**src/rtl/punch_judge.sv**
```systemverilog
// punch_judge: debounces the punch button, judges hits/misses against the LED sweep, keeps score.
// Build option PUNCH_JUDGE_PASS_MISS_EN: an unpunched pass of the target LED also counts as a miss.
module punch_judge #(
  parameter int unsigned TARGET_IDX     = 2,
  parameter int unsigned DEBOUNCE_CYC   = 16,
  parameter int unsigned COOLDOWN_STEPS = 2,
  parameter int unsigned MAX_MISSES     = 3,
  parameter int unsigned HITS_PER_LVL   = 4
) (
  input  logic       clk,
  input  logic       rst_n,
  input  logic [4:0] Led,
  input  logic       led_step,
  input  logic       btn,
  input  logic       start,
  output logic       hit,
  output logic       miss,
  output logic [7:0] score,
  output logic [2:0] misses,
  output logic [2:0] level,
  output logic       game_over
);

  // state      | meaning
  // S_IDLE     | after reset, waiting for start; punches ignored
  // S_ARMED    | next punch is judged against Led
  // S_COOLDOWN | punches discarded until COOLDOWN_STEPS led_step pulses pass
  // S_OVER     | too many misses; score/misses frozen until start
  typedef enum logic [1:0] {S_IDLE, S_ARMED, S_COOLDOWN, S_OVER} state_e;

  localparam int unsigned DW = $clog2(DEBOUNCE_CYC);
  localparam int unsigned CW = $clog2(COOLDOWN_STEPS + 1);
  localparam logic [4:0] TARGET_OH = 5'(1 << TARGET_IDX);

  logic          btn_s1_q, btn_s2_q, deb_q, punch_q;
  logic [DW-1:0] deb_cnt_q;

  state_e        state_q, state_d;
  logic [7:0]    score_q, score_d;
  logic [2:0]    misses_q, misses_d, misses_inc;
  logic [CW-1:0] cool_q, cool_d;
  logic          hit_q, hit_d, miss_q, miss_d;
  logic          is_target;
  logic [7:0]    lvl_raw;

  // The counter reloads while the synchronised level matches the accepted one,
  // so any bounce restarts the full DEBOUNCE_CYC window.
  always_ff @(posedge clk or negedge rst_n) begin
    if (!rst_n) begin
      btn_s1_q  <= 1'b0;
      btn_s2_q  <= 1'b0;
      deb_q     <= 1'b0;
      deb_cnt_q <= '0;
      punch_q   <= 1'b0;
    end else begin
      btn_s1_q <= btn;
      btn_s2_q <= btn_s1_q;
      punch_q  <= 1'b0;
      if (btn_s2_q == deb_q) begin
        deb_cnt_q <= DW'(DEBOUNCE_CYC - 1);
      end else if (deb_cnt_q == '0) begin
        deb_q     <= btn_s2_q;
        deb_cnt_q <= DW'(DEBOUNCE_CYC - 1);
        punch_q   <= btn_s2_q;
      end else begin
        deb_cnt_q <= deb_cnt_q - DW'(1);
      end
    end
  end

  assign is_target  = (Led == TARGET_OH);
  assign misses_inc = misses_q + 3'd1;

`ifdef PUNCH_JUDGE_PASS_MISS_EN
  logic dwell_punched_q;

  always_ff @(posedge clk or negedge rst_n) begin
    if (!rst_n) begin
      dwell_punched_q <= 1'b0;
    end else if (led_step) begin
      dwell_punched_q <= 1'b0;
    end else if (state_q == S_ARMED && punch_q && !start) begin
      dwell_punched_q <= 1'b1;
    end
  end
`endif

  always_comb begin
    state_d  = state_q;
    score_d  = score_q;
    misses_d = misses_q;
    cool_d   = cool_q;
    hit_d    = 1'b0;
    miss_d   = 1'b0;
    if (start) begin
      state_d  = S_ARMED;
      score_d  = '0;
      misses_d = '0;
      cool_d   = '0;
    end else begin
      case (state_q)
        S_ARMED: begin
          if (punch_q) begin
            state_d = S_COOLDOWN;
            cool_d  = CW'(COOLDOWN_STEPS);
            if (is_target) begin
              hit_d = 1'b1;
              if (score_q != 8'hFF) score_d = score_q + 8'd1;
            end else begin
              miss_d   = 1'b1;
              misses_d = misses_inc;
              if (misses_inc == 3'(MAX_MISSES)) state_d = S_OVER;
            end
          end
`ifdef PUNCH_JUDGE_PASS_MISS_EN
          else if (led_step && is_target && !dwell_punched_q) begin
            miss_d   = 1'b1;
            misses_d = misses_inc;
            if (misses_inc == 3'(MAX_MISSES)) state_d = S_OVER;
          end
`endif
        end
        S_COOLDOWN: begin
          if (led_step) begin
            if (cool_q == CW'(1)) begin
              state_d = S_ARMED;
              cool_d  = '0;
            end else begin
              cool_d = cool_q - CW'(1);
            end
          end
        end
        default: ;
      endcase
    end
  end

  always_ff @(posedge clk or negedge rst_n) begin
    if (!rst_n) begin
      state_q  <= S_IDLE;
      score_q  <= '0;
      misses_q <= '0;
      cool_q   <= '0;
      hit_q    <= 1'b0;
      miss_q   <= 1'b0;
    end else begin
      state_q  <= state_d;
      score_q  <= score_d;
      misses_q <= misses_d;
      cool_q   <= cool_d;
      hit_q    <= hit_d;
      miss_q   <= miss_d;
    end
  end

  assign lvl_raw   = score_q / 8'(HITS_PER_LVL);
  assign level     = (lvl_raw > 8'd7) ? 3'd7 : lvl_raw[2:0];
  assign hit       = hit_q;
  assign miss      = miss_q;
  assign score     = score_q;
  assign misses    = misses_q;
  assign game_over = (state_q == S_OVER);

endmodule

```
**config.mk**
```make
export PLATFORM = sky130hd
export DESIGN_NAME = punch_judge
export DESIGN_NICKNAME = d
export VERILOG_FILES = /design/src/rtl/punch_judge.sv
export SDC_FILE = /design/constraint.sdc
export NUM_CORES = 1
export LEC_CHECK = 0
export CORE_UTILIZATION = 49
export DETAILED_ROUTE_END_ITERATION = 16
export GPL_TIMING_DRIVEN = 0
export PLACE_DENSITY = 0.78
export SYNTH_ARGS = -nofsm -noshare
export SYNTH_HDL_FRONTEND = slang
export SYNTH_SLANG_ARGS = --single-unit
```
**constraint.sdc**
```tcl
create_clock -name clk -period 2.6 [get_ports clk]
set_clock_uncertainty 0.2 [all_clocks]
set_input_delay 0.39 -clock clk [delete_from_list [all_inputs] [get_ports clk]]
set_output_delay 0.39 -clock clk [all_outputs]
set_load 0.02 [all_outputs]
```
; Yosys cells after proc, flatten, opt, wreduce, memory -nomap -nowiden
; Index checks and enable logic that the tools add are counted.
[totals]
register_bits = 25
in_bits = 10
[classes]
magnitude_cmp = 1
n_bitwise = 1
add_sub_neg = 4
eq_ne = 12
reduce_logical = 11
mux = 34
[op_table]
columns = operator, n
row1 = two-way mux 8 bit, 5
row2 = two-way mux 2 bit, 8
row3 = two-way mux 3 bit, 5
row4 = two-way mux 1 bit, 12
row5 = "inequality test 3 bit, second input constant", 3
row6 = "adder 8 x 1 -> 8 bit, second input constant", 1
row7 = two-way mux 4 bit, 2
row8 = "inequality test 8 bit, second input constant", 1
row9 = case mux 2 bit (2 select lines), 2
row10 = AND reduction 4 bit, 2
row11 = nonzero test 2 bit, 4
row12 = "greater-than comparator 6 x 3 -> 1 bit, second input constant", 1
row13 = AND reduction 3 bit, 2
row14 = "== test 5 x 3 -> 1 bit, second input constant", 1
row15 = "== test 2 x 1 -> 1 bit, second input constant", 2
row16 = "== test 2 bit, second input constant", 2
row17 = logical NOT 4 bit, 1
row18 = "subtractor 4 x 1 -> 4 bit, second input constant", 1
row19 = "adder 3 x 1 -> 3 bit, second input constant", 1
row20 = "== test 3 x 2 -> 1 bit, second input constant", 1
row21 = nonzero test 3 bit, 1
row22 = "inequality test 2 bit, second input constant", 1
row23 = AND reduction 2 bit, 1
row24 = "subtractor 2 x 1 -> 2 bit, second input constant", 1
row25 = 2 further kinds, 2

; Depth between registers and ports, before layout
; Gate-level depths: netlist (run 1).
[depth]
word_depth = 7
depth_mapped = 6

; Worst setup path before layout (run 1)
; No wires, ideal clock.
[synth_path]
path_kind = input to register
from = in Led[0]
to = reg score_q[5], in the netlist score[5]
t_required_ns = 2.264
setup_ns = 0.136
cell_stages = 5
arrival_time_ns = 1.897
slack_ns = 0.366
cell_sequence = or4b_4 > or3_4 > buf_4 > o41ai_1 > a21oi_1
[synth_between]
elab_chain_len = 3
[synth_rtl]
columns = item, line
row1 = "start, declared", 12  ; input logic [4:0] Led,
row2 = == test 5 x 3 -> 1 bit, 71  ; assign is_target = (Led == TARGET_OH);
row3 = nonzero test 2 bit (no source line), --
row4 = AND reduction 4 bit (no source line), --
row5 = "end signal, assigned", 148  ; score_q <= score_d;
row6 = "end, declared", 39  ; logic [7:0] score_q, score_d;
; Every way passes these cells.
; A chain may end at the register's enable or synchronous reset.

; Worst setup path in the final report (run 1)
[layout_path]
from = reg score_q[7], in the netlist score[7]
to = out level[2]
[layout_between]
elab_chain_len = 2
[layout_rtl]
columns = item, line
row1 = greater-than comparator 6 x 3 -> 1 bit, 157  ; assign level = (lvl_raw > 8'd7) ? 3'd7 : lvl_raw[2:0];
row2 = two-way mux 3 bit, 157
row3 = "end, declared", 20  ; output logic [2:0] level,
; Every way passes these cells.

==> results.sh, run 1 <==
export IMPL_status="finished clean"
export IMPL_finalHoldViolCount=0
export IMPL_path_max_fanout=8
export IMPL_via_count=1060
export IMPL_critPathBufInv=1
export IMPL_grt_pass1_wl_mm=4.18
export IMPL_rows=17
export IMPL_crit_required_ns=2.01
export IMPL_ys_ff_latch=25
export IMPL_path_class="flop to primary output"
export IMPL_cp_start_kind="flop"
export IMPL_postLayoutCoreUtil_pct=67.6
export IMPL_avgRoutedWirePerCell_um=14.1
export IMPL_fin_crit_sh_pct=94.9
export IMPL_dieArea_mm2=0.00274
export IMPL_coreArea_mm2=0.00230
export IMPL_cts_num_sinks=25
export IMPL_synth_area_leaders="dfrtp_1, ha_1, a21oi_1, nor2_1, or4_1"
export IMPL_dpl_cell_count=176
export IMPL_total_power_mw=0.606
export IMPL_ys_flop_type="dfrtp_1"
export IMPL_min_delay_start="btn_s1_q$_DFF_PN0_"
export IMPL_max_freq_ghz=0.405
export IMPL_synth_avg_cell_area_um2=10.1
export IMPL_power_density_mw_per_mm2=390
export IMPL_insertion_delay_ns=0.31
export IMPL_crit_family="simple AND/OR/NAND/NOR gates"
export IMPL_cpMaxStageDelayCell="or4_1"
export IMPL_hold_class="flop to flop"
export IMPL_r2r_end="score[5]$_DFFE_PN0P_"
export IMPL_area_growth_synth_to_final_pct=25.2
export IMPL_ff2ff_path_depth=5
export IMPL_drt_initial_drc_count=23
export IMPL_drc=0
export IMPL_ioPinCount=27
export IMPL_switching_share_pct=22.7
export IMPL_synthArstFlopShare_pct=100
export IMPL_leakagePower_nw=0.631
export IMPL_ys_seq_area_share_pct=50.5
export IMPL_cp_depth=2
export IMPL_hold_path_end="btn_s2_q$_DFF_PN0_"
export IMPL_crit_arrival_ns=1.88
export IMPL_drt_first_pass_iters=4
export IMPL_peakVddDrop_uv=371
export IMPL_n_antenna_cell=0
export IMPL_grt_usage_pct=20.9
export IMPL_vias_per_cell=5.89
export IMPL_final_cell_count_no_fill=180
export IMPL_synth_warnings=0
export IMPL_clkPwrFrac_pct=28.1
export IMPL_post_cts_buffers=0
export IMPL_synth_top_cell_by_area="dfrtp_1"
export IMPL_antenna_found_initial=0
export IMPL_regToRegSetupSlack_ns=0.50
export IMPL_drive_gt1_share_pct=6.58
export IMPL_first_global_vias=936
export IMPL_slew_headroom_pct=27.4
export IMPL_grt_overflow=0
export IMPL_clock_path_buffers=2
export IMPL_cts_hold_buf=0
export IMPL_die_w_um=52.3
export IMPL_min_path_cells=0
export IMPL_port_buffers=25
export IMPL_synth_nets=138
export IMPL_finalMaxSlewViolations=0
export IMPL_rsz0062_at_grt="false"
export IMPL_crit_chain="or4_1, clkdlybuf4s50_1"
export IMPL_seqPwrFrac_pct=65.8
export IMPL_r2r_start="state_q[1]$_DFFE_PN0P_"
export IMPL_synth_area_mm2=0.00124
export IMPL_gp_congestion=0.848
export IMPL_yosysTopAreaCellShare_pct=50.5
export IMPL_clk_pin_slew_ns=0.13
export IMPL_critical_path_max_stage_delay_ns=0.55
export IMPL_die_h_um=52.3
export IMPL_worst_pin_slew_ns=1.08
export IMPL_cts_repair_resized=0
export IMPL_p_switching_mw=0.138
export IMPL_syn_inst=123
export IMPL_dp_hpwl_mm=1.89
export IMPL_floorplan_initialDensity_pct=54.0
export IMPL_drt_wl_total_mm=2.54
export IMPL_setup_viol=0
export IMPL_end_kind="primary output"
export IMPL_root_buffer="clkbuf_4"
export IMPL_synth_edf_count=0
export IMPL_antenna_left=0
export IMPL_pwr_share_comb_pct=6.1
export IMPL_yosysUniqueCellTypes=33
export IMPL_grt_max_degree=26
export IMPL_intPower_mw=0.468
export IMPL_cts_tree="built"
export IMPL_final_setup_tns_ns=0
export IMPL_cts_inserted_buffers=3
export IMPL_fin_crit_ns=2.47
export IMPL_nets=168
export IMPL_cts_max_level=1
export IMPL_cap_violations=0
==> cells in the final DEF (no fill, tap or decap), drive strengths merged, types with 2 or more instances in the layout <==
master,n
inv,7
o21ai,5
a21oi,11
o211ai,2
nand3b,4
xnor2,3
o41ai,2
or4,5
or4b,2
clkbuf,6
dfrtp,25
nor2,10
xor2,2
nand2,9
nand3,3
clkdlybuf4s50,25
or2,2
a31oi,3
a311oi,2
or3,3
nor3,3
ha,5
o31ai,3
==> area by class of cell <==
type,instances,area (um^2)
clock buffer,3,22.5
tap,28,35.0
sequential,25,626
inverter,7,26.3
buffer,4,18.8
fill,191,744
multi-input combinational,87,569
clock inverter,1,5.00
timing repair buffer,25,250
==> metal layers <==
| metal | global-route usage [%] | wire [um] | up-vias |
|---|---|---|---|
| met3 | 2.61 | 140 | 8 |
| li1 | - | - | 507 |
| met2 | 36.3 | 1280 | 38 |
| met4 | 7.02 | 37 | 0 |
| met1 | 26.6 | 1080 | 507 |
| met5 | 0 | 0 | - |
==> synthesized netlist by cell type, types with 3 or more instances <==
| library cell | instances |
|---|---|
| clkbuf_1 | 3 |
| nand2_1 | 9 |
| dfrtp_1 | 25 |
| nor3_1 | 3 |
| a21oi_1 | 11 |
| nor2_1 | 10 |
| nand3_1 | 3 |
| or4_1 | 5 |
| inv_1 | 7 |
| o21ai_0 | 5 |
| xnor2_1 | 3 |
| o31ai_1 | 3 |
| nand3b_1 | 4 |
| a31oi_1 | 3 |
| ha_1 | 5 |
==> cells by family after synthesis <==
kind of cell	share of synthesized area, %
buffers and inverters	3.63
multiplexers	0.908
AO/OA/AOI/OAI	14.4
AND/OR/NAND/NOR	22.0
flip-flops	50.5
XOR/XNOR	3.53
adder cells (fa/ha/maj)	5.05
==> power groups by stage <==
stage	sequential, mW	clock (mW)	combinational (mW)
after floorplan	0.405	0	0.0129
after global placement	0.405	0	0.0362
after detailed placement	0.406	0	0.0375
after CTS	0.399	0.174	0.0376
after global routing	0.399	0.189	0.0417
final	0.399	0.170	0.0370
==> worst max-delay path by stage <==
stage / startpoint / endpoint / slack [ns]
2_1_floorplan: Led[0] / score[5]$_DFFE_PN0P_ / 0.37
3_3_place_gp: Led[0] / score[7]$_DFFE_PN0P_ / -0.13
3_5_place_dp: Led[0] / score[5]$_DFFE_PN0P_ / -0.21
4_1_cts: score[7]$_DFFE_PN0P_ / level[2] / 0.12
5_1_grt: score[6]$_DFFE_PN0P_ / level[2] / 0.07
6_report: score[7]$_DFFE_PN0P_ / level[2] / 0.13
==> metrics by stage <==
| stage | hold WS [ns] | setup WS (ns) | instance area (um^2) |
|---|---|---|---|
| 4_1_cts | 0.176 | 0.118 | 1550 |
| 3_5_place_dp | 0.137 | -0.208 | 1530 |
| 5_1_grt | 0.188 | 0.0712 | 1550 |
| 3_3_place_gp | 0.138 | -0.133 | 1530 |
| 6_report | 0.172 | 0.132 | 1550 |
| 2_1_floorplan | -0.106 | 0.366 | 1240 |
==> flip-flops by register name (all words and copies together), names as in the netlist <==
signal,flops
btn_s1_q,1
miss,1
deb_q,1
hit,1
score,8
punch_q,1
btn_s2_q,1
state_q,2
deb_cnt_q,4
misses,3
cool_q,2
Power figures use the tool's default switching activity.
==> inputs of run 2 (changes only) <==
CORE_MARGIN = 1   (was not set)
SLEW_MARGIN = 20   (was not set)
==> run 2 against run 1 <==
First-iteration DRC count stayed put; cell area is 0.32% higher; worst hold slack hardly changed; largest cell class unchanged; highest routed layer unchanged.
==> results.sh, run 2 (same netlist as run 1, synthesis figures left out) <==
export IMPL_via_count=1044
export IMPL_dp_hpwl_mm=1.89
export IMPL_mostFrequentLayoutCell="dfrtp_1"
export IMPL_clk_pin_slew_ns=0.13
export IMPL_power_density_mw_per_mm2=389
export IMPL_layout_common_cells="dfrtp_1, clkdlybuf4s50_1, a21oi_1"
export IMPL_finalInstanceArea_mm2=0.00156
export IMPL_rows=17
export IMPL_gp_congestion=0.848
export IMPL_drive_gt1_share_pct=7.19
export IMPL_first_global_vias=936
export IMPL_root_buffer="clkbuf_4"
export IMPL_floorplan_initialDensity_pct=54.0
export IMPL_nets=169
export IMPL_peakVddDrop_uv=369
export IMPL_fin_crit_sh_pct=94.9
export IMPL_cpMaxStageDelayCell="or4b_4"
export IMPL_largest_register_ffs=8
export IMPL_antenna_found_initial=0
export IMPL_finalMaxSlewViolations=0
export IMPL_critical_path_max_stage_delay_ns=0.56
export IMPL_vias_per_cell=5.77
export IMPL_crit_required_ns=2.59
export IMPL_cts_tree="built"
export IMPL_grt_max_degree=26
export IMPL_dieArea_mm2=0.00274
export IMPL_die_h_um=52.3
export IMPL_drt_wl_total_mm=2.54
export IMPL_die_w_um=52.3
export IMPL_drt_first_pass_iters=4
export IMPL_antenna_left=0
export IMPL_dpl_cell_count=176
export IMPL_use_met2_pct=36.3
export IMPL_path_max_fanout=10
export IMPL_grt_usage_pct=20.9
export IMPL_setup_viol=0
export IMPL_end_kind="flop"
export IMPL_hold_class="flop to flop"
export IMPL_status="finished clean"
export IMPL_final_cell_count_no_fill=181
export IMPL_insertion_delay_ns=0.31
export IMPL_drc=0
export IMPL_busiest_layer="met2"
export IMPL_max_freq_ghz=0.405
export IMPL_ioPinCount=27
export IMPL_area_growth_synth_to_final_pct=25.6
export IMPL_path_class="primary input to flop"
export IMPL_crit_arrival_ns=2.45
export IMPL_avgRoutedWirePerCell_um=14.0
export IMPL_grt_pass1_wl_mm=4.18
export IMPL_finalHoldViolCount=0
export IMPL_n_antenna_cell=0
export IMPL_grt_overflow=0
export IMPL_grt_use_met1_pct=26.6
export IMPL_leakagePower_nw=0.635
export IMPL_post_cts_buffers=0
export IMPL_drt_initial_drc_count=23
export IMPL_worst_pin_slew_ns=0.544
export IMPL_cts_num_sinks=25
export IMPL_cap_violations=0
export IMPL_crit_chain="clkdlybuf4s50_1, or4b_4, or3_4, buf_4, o41ai_1, a21oi_1"
export IMPL_rsz0062_at_grt="false"
export IMPL_port_buffers=25
export IMPL_cts_inserted_buffers=3
export IMPL_fillCellCount=191
export IMPL_coreArea_mm2=0.00230
export IMPL_fin_crit_ns=2.47
export IMPL_clock_path_buffers=2
export IMPL_cts_max_level=1
export IMPL_use_met3_pct=2.61
export IMPL_post_dp_cell_area_mm2=0.00153
export IMPL_cp_start_kind="primary input"
export IMPL_slew_headroom_pct=63.7
run 2: cell count changes in the layout (fill, tap and decap cells not counted):
cell,delta
dlygate4sd3_1,+1
buf_2,+1
clkdlybuf4s50_1,-1
run 2: per-stage QoR:
step	TNS, ns	util, %	setup slack [ns]	power, mW	hold WS [ns]
floorplan	0	-	0.366	0.418	-0.106
global placement	-0.532	66.4	-0.133	0.442	0.138
detailed placement	-0.753	66.4	-0.208	0.444	0.137
CTS	0	67.6	0.118	0.611	0.176
global route	0	67.8	0.0712	0.630	0.188
finish	0	67.8	0.134	0.605	0.172
run 2: layout make-up:
class / count / area (um^2) / area share, %
inverters: 7 / 26.3 / 1.69
clock inverters: 1 / 5.00 / 0.321
plain buffers: 4 / 18.8 / 1.20
well taps: 28 / 35.0 / 2.25
flip-flops and latches: 25 / 626 / 40.2
clock buffers: 3 / 22.5 / 1.45
multi-input cells: 87 / 569 / 36.5
repair buffers: 26 / 255 / 16.4
run 2: power by group:
group / leakage (nW) / internal (mW) / switching (mW)
Combinational: 0.295 / 0.0169 / 0.0204
Clock: 0.0177 / 0.0574 / 0.112
Sequential: 0.322 / 0.394 / 0.00444
run 2: repair_timing:
action,in CTS,in global routing
hold endpoints to repair,0,25
hold buffers,0,1
gates resized for setup,0,0
run 2: worst paths after layout:
path / from / endpoint / slack (ns) / cells past startpoint
max in group asynchronous: rst_n / score[0]$_DFFE_PN0P_ / 1.46 / 2
hold reg to reg: btn_s1_q$_DFF_PN0_ / btn_s2_q$_DFF_PN0_ / 0.17 / 0
setup / recovery: Led[0] / score[5]$_DFFE_PN0P_ / 0.13 / 6
min in group asynchronous: rst_n / score[2]$_DFFE_PN0P_ / 0.38 / 2
setup reg to reg: state_q[1]$_DFFE_PN0P_ / score[5]$_DFFE_PN0P_ / 0.50 / 5
hold / removal: btn_s1_q$_DFF_PN0_ / btn_s2_q$_DFF_PN0_ / 0.17 / 0
run 2: routing by layer:
metal	part of all wire, %	wire (um)
met1	42	1080
met2	51	1300
met3	5.3	136
met4	1.2	31
met5	0	0
run 2: worst max-delay path: cells and delay by family:
kind                   cells  cell delay (ns)
AND/OR/NAND/NOR            2             0.96
buffers and inverters      2             0.58
AO/OA/AOI/OAI              2             0.52
